File: src/rtl/fir_accum_sched_pkg.sv
// fir_sched_pkg: shared state type, default sizes and idx-width helper for fir_accum_sched
package fir_sched_pkg;
  typedef enum logic [1:0] {IDLE, ACCUM, DONE} state_t;
  localparam int FIR_W = 16;
  localparam int FIR_NTAPS = 8;
  localparam int FIR_IDX_W = $clog2(FIR_NTAPS);
  function automatic int idx_w(input int n);
    return (n > 1) ? $clog2(n) : 1;
  endfunction
endpackage

File: src/rtl/fir_accum_sched_if.sv
// fir_accum_sched_if: tap-vector input and accumulated-result output handshakes
interface fir_accum_sched_if import fir_sched_pkg::*; #(
  parameter int NTAPS = FIR_NTAPS,
  parameter int W = FIR_W
);
  logic in_valid;
  logic in_ready;
  logic [NTAPS*W-1:0] in_data;
  logic out_valid;
  logic out_ready;
  logic [W-1:0] out_data;
  logic out_ovf;
  modport master(output in_valid, in_data, out_ready, input in_ready, out_valid, out_data, out_ovf);
  modport slave(input in_valid, in_data, out_ready, output in_ready, out_valid, out_data, out_ovf);
endinterface

File: src/rtl/fir_accum_sched_tap_select.sv
// fir_tap_select: NTAPS:1 tap multiplexer feeding the shared adder, zero when disabled
module fir_tap_select #(
  parameter int NTAPS = 8,
  parameter int W = 16,
  parameter int IW = 3
) (
  input  logic en,
  input  logic [IW-1:0] sel,
  input  logic [NTAPS-1:0][W-1:0] taps,
  output logic [W-1:0] y
);
  assign y = en ? taps[sel] : '0;
endmodule

File: src/rtl/fir_accum_sched.sv
// fir_accum_sched: sequences NTAPS products one per cycle through an external shared adder.
// Define FIR_ACC_SAT_EN to saturate the accumulator to all-ones on the first carry.
module fir_accum_sched import fir_sched_pkg::*; #(
  parameter int NTAPS = FIR_NTAPS,
  parameter int W = FIR_W
) (
  input  logic clk,
  input  logic rst_n,
  fir_accum_sched_if.slave bus,
  output logic [W-1:0] add_a,
  output logic [W-1:0] add_b,
  input  logic [W-1:0] add_s,
  input  logic add_cout
);
  localparam int IW = idx_w(NTAPS);
  localparam logic [IW-1:0] LAST = IW'(NTAPS - 1);
  state_t state, state_n;
  logic [NTAPS-1:0][W-1:0] prods;
  logic [W-1:0] acc, acc_n;
  logic [IW-1:0] idx;
  logic ovf, accum, done, last, accept;
  always_comb begin
    accum = state == ACCUM;
    done = state == DONE;
    last = idx == LAST;
    accept = state == IDLE && bus.in_valid;
    bus.in_ready = state == IDLE;
    bus.out_valid = done;
    bus.out_data = done ? acc : '0;
    bus.out_ovf = done & ovf;
    add_a = accum ? acc : '0;
`ifdef FIR_ACC_SAT_EN
    acc_n = (ovf | add_cout) ? '1 : add_s;
`else
    acc_n = add_s;
`endif
    state_n = accept ? ACCUM : (accum && last) ? DONE : (done && bus.out_ready) ? IDLE : state;
  end
  always_ff @(posedge clk or negedge rst_n)
    if (!rst_n) state <= IDLE;
    else state <= state_n;
  always_ff @(posedge clk or negedge rst_n)
    if (!rst_n) begin
      prods <= '0;
      acc <= '0;
      idx <= '0;
      ovf <= 1'b0;
    end else if (accept) begin
      prods <= bus.in_data;
      acc <= '0;
      idx <= '0;
      ovf <= 1'b0;
    end else if (accum) begin
      acc <= acc_n;
      ovf <= ovf | add_cout;
      idx <= last ? '0 : idx + 1'b1;
    end
  fir_tap_select #(.NTAPS(NTAPS), .W(W), .IW(IW)) u_sel (
    .en(accum),
    .sel(idx),
    .taps(prods),
    .y(add_b)
  );
endmodule
File: src/flat_wrapper.sv
// flat-port wrapper written by rule: the top's interface ports become plain ports
module fir_accum_sched_flat import fir_sched_pkg::*;
#(
  parameter int NTAPS = FIR_NTAPS,
  parameter int W = FIR_W
)
  (clk, rst_n, add_a, add_b, add_s, add_cout, bus_in_valid, bus_in_data, bus_out_ready, bus_in_ready, bus_out_valid, bus_out_data, bus_out_ovf);
  fir_accum_sched_if #(.NTAPS(NTAPS), .W(W)) bus_i ();
  input  logic clk;
  input  logic rst_n;
  output logic [W-1:0] add_a;
  output logic [W-1:0] add_b;
  input  logic [W-1:0] add_s;
  input  logic add_cout;
  input wire logic [$bits(bus_i.in_valid)-1:0] bus_in_valid;
  input wire logic [$bits(bus_i.in_data)-1:0] bus_in_data;
  input wire logic [$bits(bus_i.out_ready)-1:0] bus_out_ready;
  output wire logic [$bits(bus_i.in_ready)-1:0] bus_in_ready;
  output wire logic [$bits(bus_i.out_valid)-1:0] bus_out_valid;
  output wire logic [$bits(bus_i.out_data)-1:0] bus_out_data;
  output wire logic [$bits(bus_i.out_ovf)-1:0] bus_out_ovf;
  assign bus_i.in_valid = bus_in_valid;
  assign bus_i.in_data = bus_in_data;
  assign bus_i.out_ready = bus_out_ready;
  assign bus_in_ready = bus_i.in_ready;
  assign bus_out_valid = bus_i.out_valid;
  assign bus_out_data = bus_i.out_data;
  assign bus_out_ovf = bus_i.out_ovf;
  fir_accum_sched #(.NTAPS(NTAPS), .W(W)) u_core (.clk(clk), .rst_n(rst_n), .bus(bus_i), .add_a(add_a), .add_b(add_b), .add_s(add_s), .add_cout(add_cout));
endmodule
File: config.mk
export PLATFORM = sky130hd
export DESIGN_NAME = fir_accum_sched_flat
export DESIGN_NICKNAME = d
export VERILOG_FILES = /design/src/rtl/fir_accum_sched_pkg.sv /design/src/rtl/fir_accum_sched_if.sv /design/src/rtl/fir_accum_sched_tap_select.sv /design/src/rtl/fir_accum_sched.sv /design/src/flat_wrapper.sv
export SDC_FILE = /design/constraint.sdc
export NUM_CORES = 1
export LEC_CHECK = 0
export BUFFER_PORTS_ARGS = -buffer_cell sky130_fd_sc_hd__buf_2
export CAP_MARGIN = 40
export CELL_PAD_IN_SITES_DETAIL_PLACEMENT = 0
export CELL_PAD_IN_SITES_GLOBAL_PLACEMENT = 2
export CORE_MARGIN = 5
export CORE_UTILIZATION = 38
export DETAILED_ROUTE_END_ITERATION = 10
export PLACE_DENSITY_LB_ADDON = 0.1
export SLEW_MARGIN = 20
export SYNTH_ARGS = -nofsm -noshare
export SYNTH_HDL_FRONTEND = slang
export SYNTH_SLANG_ARGS = --single-unit
File: constraint.sdc
create_clock -name clk -period 3 [get_ports clk]
set_input_delay 0.3 -clock clk [delete_from_list [all_inputs] [get_ports clk]]
set_output_delay 0.3 -clock clk [all_outputs]
set_load 0.005 [all_outputs]
# Word level (Yosys, flattened, before mapping)
# Index checks and enable logic that the tools add are counted.
dict set report op_classes {
  n_addsub 1
  magnitude_cmp 1
  bitwise 2
  n_eq_ne 3
  muxes 15
  reduce_logical 6
}
# operator n
set ops {}
lappend ops {{$mux 16} 6}
lappend ops {{$bmux 16 s3} 1}
lappend ops {{$mux 3} 3}
lappend ops {{$mux 2} 3}
lappend ops {{$lt 3x4->1 const B} 1}
lappend ops {{$add 3x1->3 const B} 1}
lappend ops {{$eq 3x3->1 const B} 1}
lappend ops {{$logic_and 1x1->1} 3}
lappend ops {{$reduce_bool 3->1} 1}
lappend ops {{$eq 2x1->1 const B} 1}
lappend ops {{$eq 2x2->1 const B} 1}
lappend ops {{$logic_not 2->1} 1}
lappend ops {{$mux 1} 2}
lappend ops {{$reduce_bool 2->1} 1}
lappend ops {{$and 1x1->1} 1}
lappend ops {{$or 1x1->1} 1}
dict set report totals {
  wordCells 40
  register_bits 150
  input_bits 149
  output_inout_bits 51
}

# Depth between registers and ports, before layout
# Gate-level depths: netlist of the first run.
dict set report logic_depth {
  word_depth 5
  mapped_depth 6
  mapped_depth_nobuf 4
}

# Cells and area by module
# From an unflattened synthesis of the first run, not the netlist that was laid out.
dict set report unflattened {
  cells_unflattened 482
  hier_area_um2 7566.0
}
# mod cells_each area_per_inst_um2 n_inst seq_area_each_um2
set modules_own_cells {}
lappend modules_own_cells {fir_accum_sched 372 6363.6 1 3753.6}
lappend modules_own_cells {fir_tap_select 110 1202.4 1 0.0}

# Least setup slack after synthesis of the first run
# No wires, ideal clock.
dict set report synth_path {
  path_kind {register -> output}
  start {register u_core.idx[0]}
  end {output port add_b[10]}
  t_arrival_ns 1.326
  t_required_ns 2.700
  path_buffers 2
  path_slack_ns 1.374
  path_stages_with_launch 6
  path_cell_list {dfrtp_1 > nand2b_1 > clkbuf_1 > clkbuf_1 > o22ai_1 > nor3_1}
}
dict set report synth_between {
  elab_chain_len 3
}
# item line_no
set synth_rtl {}
lappend synth_rtl {{start, declared} fir_accum_sched.sv:20} ;# logic [IW-1:0] idx;
lappend synth_rtl {{start signal, assigned} fir_accum_sched.sv:56} ;# idx <= last ? '0 : idx + 1'b1;
lappend synth_rtl {{$bmux 16 s3} fir_accum_sched_tap_select.sv:12} ;# assign y = en ? taps[sel] : '0;
lappend synth_rtl {{$mux 16 (not written as such)} fir_accum_sched_tap_select.sv:12}
lappend synth_rtl {{$mux 16} fir_accum_sched_tap_select.sv:12}
lappend synth_rtl {{end, declared} flat_wrapper.sv:12} ;# output logic [W-1:0] add_b;
# No other way between the ends. The select of a mux whose other input is x is not followed.

# Worst setup path in the final report of the first run
dict set report layout_path {
  start {register u_core.idx[0]}
  end {output port add_b[13]}
}
# The elaborated chain is that of the path after synthesis.

==> flow_summary.toml, run 1 <==
[clocking]
cts.sinks = 150
htree_levels = 4
cts.repair.resized = 0
clock_path_buffers = 2
clk_pin_slew_ns = 0.06
cts_tree = "done"
cts_root_buf = "clkbuf_16"
clkLatencyLatePin_ns = 0.42
cts_setup_buffers = 0
cts_buffers = 17

[worst_setup_path]
r2r-end = "u_core.prods[9]"
slowest_stage = "nand2b_1"
crit_path_cell_trace = "nand2b_1 > o22ai_1 > nor3_1 > buf_2"
critical_path.top_delay_family = "simple AND/OR/NAND/NOR gates"
worstSetupPathType = "flop to output pin"
startpoint = "u_core.idx[0]"
r2r-start = "u_core.state[1]"
end_kind = "output pin"
startpoint_type = "flop"
slowest_delay_ns = 0.56
ff2ff_setup_slack_ns = 1.01
critPathBufInv = 1
worstPathArrival_ns = 2.15
path_depth = 4
crit_end = "add_b[13]"
crit_path_max_fanout = 16
critPathRequiredTime_ns = 2.70
ff2ff_path_depth = 3

[cells_and_area]
nNetsFinal = 880
fillerInstances = 1779
final_core_util_pct = 47.6
finalNonFillerCells = 1008
drive_gt1_share_pct = 59.4
ff_latch_area_mm2 = 0.00375
multi_input_comb_area_mm2 = 0.00333
fin_area_mm2 = 0.00920
area_growth_syn_to_layout_pct = 24.0

[place]
post-dp-hpwl_um = 13700
dp.cells = 973
numPortBuffers = 199
post_dp_cell_area_mm2 = 0.00859
place_ws_ns = 0.908
place.gp.congestion = 0.756

[sta]
period_minus_slack_ns = 2.45
fmax_mhz = 408
hold_slack_ns = 0.0597
finalMaxSlewViolations = 0
finalClockSkew_ns = 0.00690
worst_slack_ns = 0.550
tightest_slew_ns = 0.689
slew_headroom_pct = 54.0
fin_crit_sh_pct = 81.7
rsz0062_at_grt = "false"
setup_viol = 0
hold_viol_final = 0
tns_ns = 0

[routing]
drtPass1Iterations = 4
routed_wl_um = 19200
drtIter0Drc = 175
wl_per_cell_um = 19.0
drcViolationCount = 0
drtAntennaViolNets = 0
vias = 4819
via_per_inst = 4.78

[synthesis]
ys_types = 25
yosys.area.top_type = "dfrtp_1"
syn_avg_cell_area_um2 = 13.8
syn_inst = 536
synth_commonest_cells = "150 x dfrtp_1, 103 x mux2_2, 89 x mux2_4"
async_reset_ff_share_pct = 100
ys_ff_latch = 150
synth_area_mm2 = 0.00741
yosysMostFrequentCell = "dfrtp_1"
synth_flop_cell = "dfrtp_1"
yosysWarnings = 0
synth-seq-area-share_pct = 50.6
synth_top_area_share_pct = 50.6
synth-edff-count = 0
yosys-top-cells-area = "dfrtp_1 51%, mux2_4 18%, mux2_2 16%, and2_1 2.8%, o22ai_1 2.7%"
synth_nets = 687

[worst_hold_path]
hp-class = "input pin to flop"

[global_route]
overflow = 0
grt_max_degree = 63
antenna_found_initial = 1
grt_pass1_wl_um = 29500
grt_pass1_vias = 5295
grtUsageTotal_pct = 17.2

[power_and_ir_drop]
ir_drop_uv = 354
powerDensity_mw_per_mm2 = 501
p_leak_nw = 4.94
power.total_mw = 4.60

[outcome]
run_status = "complete, no violations"

[floorplanning]
core_mm2 = 0.0193
die_x_um = 150
die_area_mm2 = 0.0224
row_count = 51
die_y_um = 150
start_util_pct = 38.3
io_pins = 200

[flow_run]
drv_cap = 0
==> power breakdown <==
group	total, mW	switching [mW]	internal (mW)
Clock	2.11	0.891	1.22
Combinational	0.336	0.127	0.210
Sequential	2.16	0.0456	2.11
==> registers in the layout, indices dropped and copies added, names as in the netlist <==
name          count
u_core.acc       16
u_core.state      2
u_core.prods    128
u_core.idx        3
u_core.ovf        1
==> cells by family (layout without fill, tap and decap cells) <==
group | Yosys count | in the layout | synth area share, %
multiplexers | 192 | 192 | 33.7
flip-flops | 150 | 150 | 50.6
AND/OR/NAND/NOR | 114 | 114 | 7.78
buffers and inverters | 41 | 247 | 4.47
AO/OA/AOI/OAI | 37 | 37 | 3.12
adder cells (fa/ha/maj) | 2 | 2 | 0.337
other | 0 | 1 | 0
==> timing repair <==
action,CTS,global route
endpoints found under the hold margin,43,0
endpoints found under the setup margin,0,0
hold buffers,1,0
==> final cells by class <==
cell class              count  area share (%)
diodes                      1          0.0272
clock inverters            12            1.28
repair buffers            214            12.9
inverters                   1          0.0408
flip-flops and latches    150            40.8
clock buffers              20            5.07
multi-input cells         345            36.3
well taps                 265            3.60
==> cell usage in the layout, fill, tap and decap left out, drive strengths merged <==
master,instances
buf,213
mux2,192
dfrtp,150
nand2,37
and2,33
o22ai,32
clkbuf,20
nand3,19
nor3,16
inv,5
clkinv,4
nand2b,3
clkinvlp,3
nor2b,3
a21oi,2
ha,2
diode,1
nor2,1
or2,1
or3b,1
o21ai,1
o31ai,1
a22o,1
bufinv,1
dlygate4sd3,1
==> layer usage <==
layer | global-route usage, % | vias up | wire length, µm
met2 | 25.9 | 138 | 8640
met3 | 4.63 | 13 | 1040
met1 | 24.7 | 2380 | 9280
met5 | 0 | - | 0
met4 | 4.67 | 0 | 190
li1 | - | 2288 | -
==> worst min path at each step <==
stage                        from         endpoint  slack (ns)  cells after the start
floorplan                   rst_n    u_core.acc[0]       0.004                      0
global placement       u_core.ovf       u_core.ovf        0.48                      1
detailed placement          rst_n    u_core.acc[9]        0.26                      1
CTS                 bus_out_ready  u_core.state[1]        0.04                      2
global route             add_s[9]    u_core.acc[9]        0.05                      3
finish              bus_out_ready  u_core.state[1]        0.06                      2
Note: power is estimated with default switching activity, not from simulation.
==> run 2: changes to the inputs <==
CORE_UTILIZATION = 35   (was 38)
clock period = 2.4 ns   (was 3 ns; I/O delays follow)
==> run 2 against run 1 <==
Against the previous run: hold slack got worse by 0.042 ns; register-to-register slack got worse by 0.52 ns; non-clock buffer count grew 14; routed wire length rose by 0.73%.
==> flow_summary.toml, run 2 (synthesis gave the netlist of run 1 again) <==
[outcome]
run_status = "complete, no violations"

[cells_and_area]
fin_area_mm2 = 0.00935
final_common_cell = "buf_2"
nNetsFinal = 894
area_growth_syn_to_layout_pct = 26.1
final_core_util_pct = 44.6
final_cell_mix = "198 x buf_2, 149 x dfrtp_1, 103 x mux2_2, 89 x mux2_4, 37 x nand2_1"
largest_register_ffs = 128
fillerInstances = 2022
top_regs = "u_core.prods: 128 flops, u_core.acc: 16 flops, u_core.idx: 3 flops"
regMostFlops = "u_core.prods"
drive_gt1_share_pct = 58.6
finalNonFillerCells = 1032

[sta]
slew_headroom_pct = 50.4
hold_viol_final = 0
fin_crit_sh_pct = 94.8
tightest_slew_ns = 0.744
rsz0062_at_grt = "false"
finalMaxSlewViolations = 0
fmax_mhz = 439
finalClockSkew_ns = 0.00772
period_minus_slack_ns = 2.28
setup_viol = 0
tns_ns = 0
hold_slack_ns = 0.0181
worst_slack_ns = 0.124

[worst_setup_path]
critical_path.top_delay_family = "flip-flops"
worstSetupPathType = "flop to output pin"
slowest_stage = "dfrtp_4"
ff2ff_path_depth = 3
r2r-start = "u_core.state[1]"
slowest_delay_ns = 0.44
ff2ff_setup_slack_ns = 0.49
startpoint_type = "flop"
end_kind = "output pin"
crit_path_max_fanout = 34
critPathBufInv = 2
worstPathArrival_ns = 2.04
r2r-end = "u_core.prods[7]"
crit_path_cell_trace = "buf_12 > mux2_2 > o22ai_1 > nor3_1 > buf_2"
critPathRequiredTime_ns = 2.16

[floorplanning]
core_mm2 = 0.0210
start_util_pct = 35.4
row_count = 53
die_area_mm2 = 0.0242
io_pins = 200
die_x_um = 156
die_y_um = 156

[routing]
routed_wl_um = 19300
drcViolationCount = 0
drtAntennaViolNets = 0
vias = 4878
drtIter0Drc = 194
wl_per_cell_um = 18.7
via_per_inst = 4.73
drtPass1Iterations = 4

[global_route]
grt_max_degree = 75
grt_pass1_vias = 5201
overflow = 0
grt_pass1_wl_um = 29600
antenna_found_initial = 2
grtUsageTotal_pct = 15.7

[clocking]
clk_pin_slew_ns = 0.06
clkLatencyLatePin_ns = 0.42
cts_buffers = 17
htree_levels = 4
cts_root_buf = "clkbuf_16"
cts.sinks = 150
cts_tree = "done"
clock_path_buffers = 2

[place]
numPortBuffers = 199
post-dp-hpwl_um = 13700
post_dp_cell_area_mm2 = 0.00863
dp.cells = 985
place_ws_ns = 0.429
place.gp.congestion = 0.749

[power_and_ir_drop]
p_leak_nw = 5.01
powerDensity_mw_per_mm2 = 614
ir_drop_uv = 422
power.total_mw = 5.74

[worst_hold_path]
min_from = "add_s[12]"
min_path_cells = 3
hp-class = "input pin to flop"
hold_end = "u_core.acc[12]"

[flow_run]
drv_cap = 0
## run 2: worst min-delay path: cells and delay by family
| kind | cells | cell delay, ns |
|---|---|---|
| buffers and inverters | 1 | 0.08 |
| AND/OR/NAND/NOR | 2 | 0.08 |
## run 2: worst max path at each step
stage	slack [ns]	depth (start not counted)	endpoint	from
after global routing	0.04	4	add_b[3]	u_core.idx[0]
after CTS	0.10	5	add_b[3]	u_core.idx[1]
final	0.12	5	add_b[2]	u_core.idx[1]
after global placement	0.50	4	add_b[2]	u_core.idx[2]
after floorplan	0.78	5	u_core.prods[106]	u_core.state[1]
after detailed placement	0.43	4	add_b[2]	u_core.idx[2]
## run 2: where the power goes
group          internal [mW]  switching [mW]
clock network           1.55            1.06
registers               2.64          0.0576
logic                  0.274           0.156
## run 2: metal layers
| metal | track usage [%] | part of all wire [%] | vias up |
|---|---|---|---|
| li1 | - | - | 2315 |
| met5 | 0 | 0.036 | - |
| met4 | 4.84 | 1.6 | 2 |
| met2 | 22.8 | 44 | 138 |
| met1 | 22.9 | 49 | 2403 |
| met3 | 4.16 | 5.8 | 20 |
## run 2: layout make-up
cell class	count	area (µm²)	area share, %
flip-flops and latches	150	3760	40.2
multi-input cells	345	3340	35.7
repair buffers	228	1330	14.2
clock buffers	19	443	4.74
well taps	275	344	3.68
clock inverters	13	131	1.40
inverters	1	3.75	0.0401
diodes	1	2.50	0.0268
## run 2: timing repair
action / in CTS / in global routing
setup endpoints to repair: 1 / 0
gates resized for setup: 1 / 0
setup buffers: 0 / 0
endpoints found under the hold margin: 83 / 0
hold buffers: 14 / 0
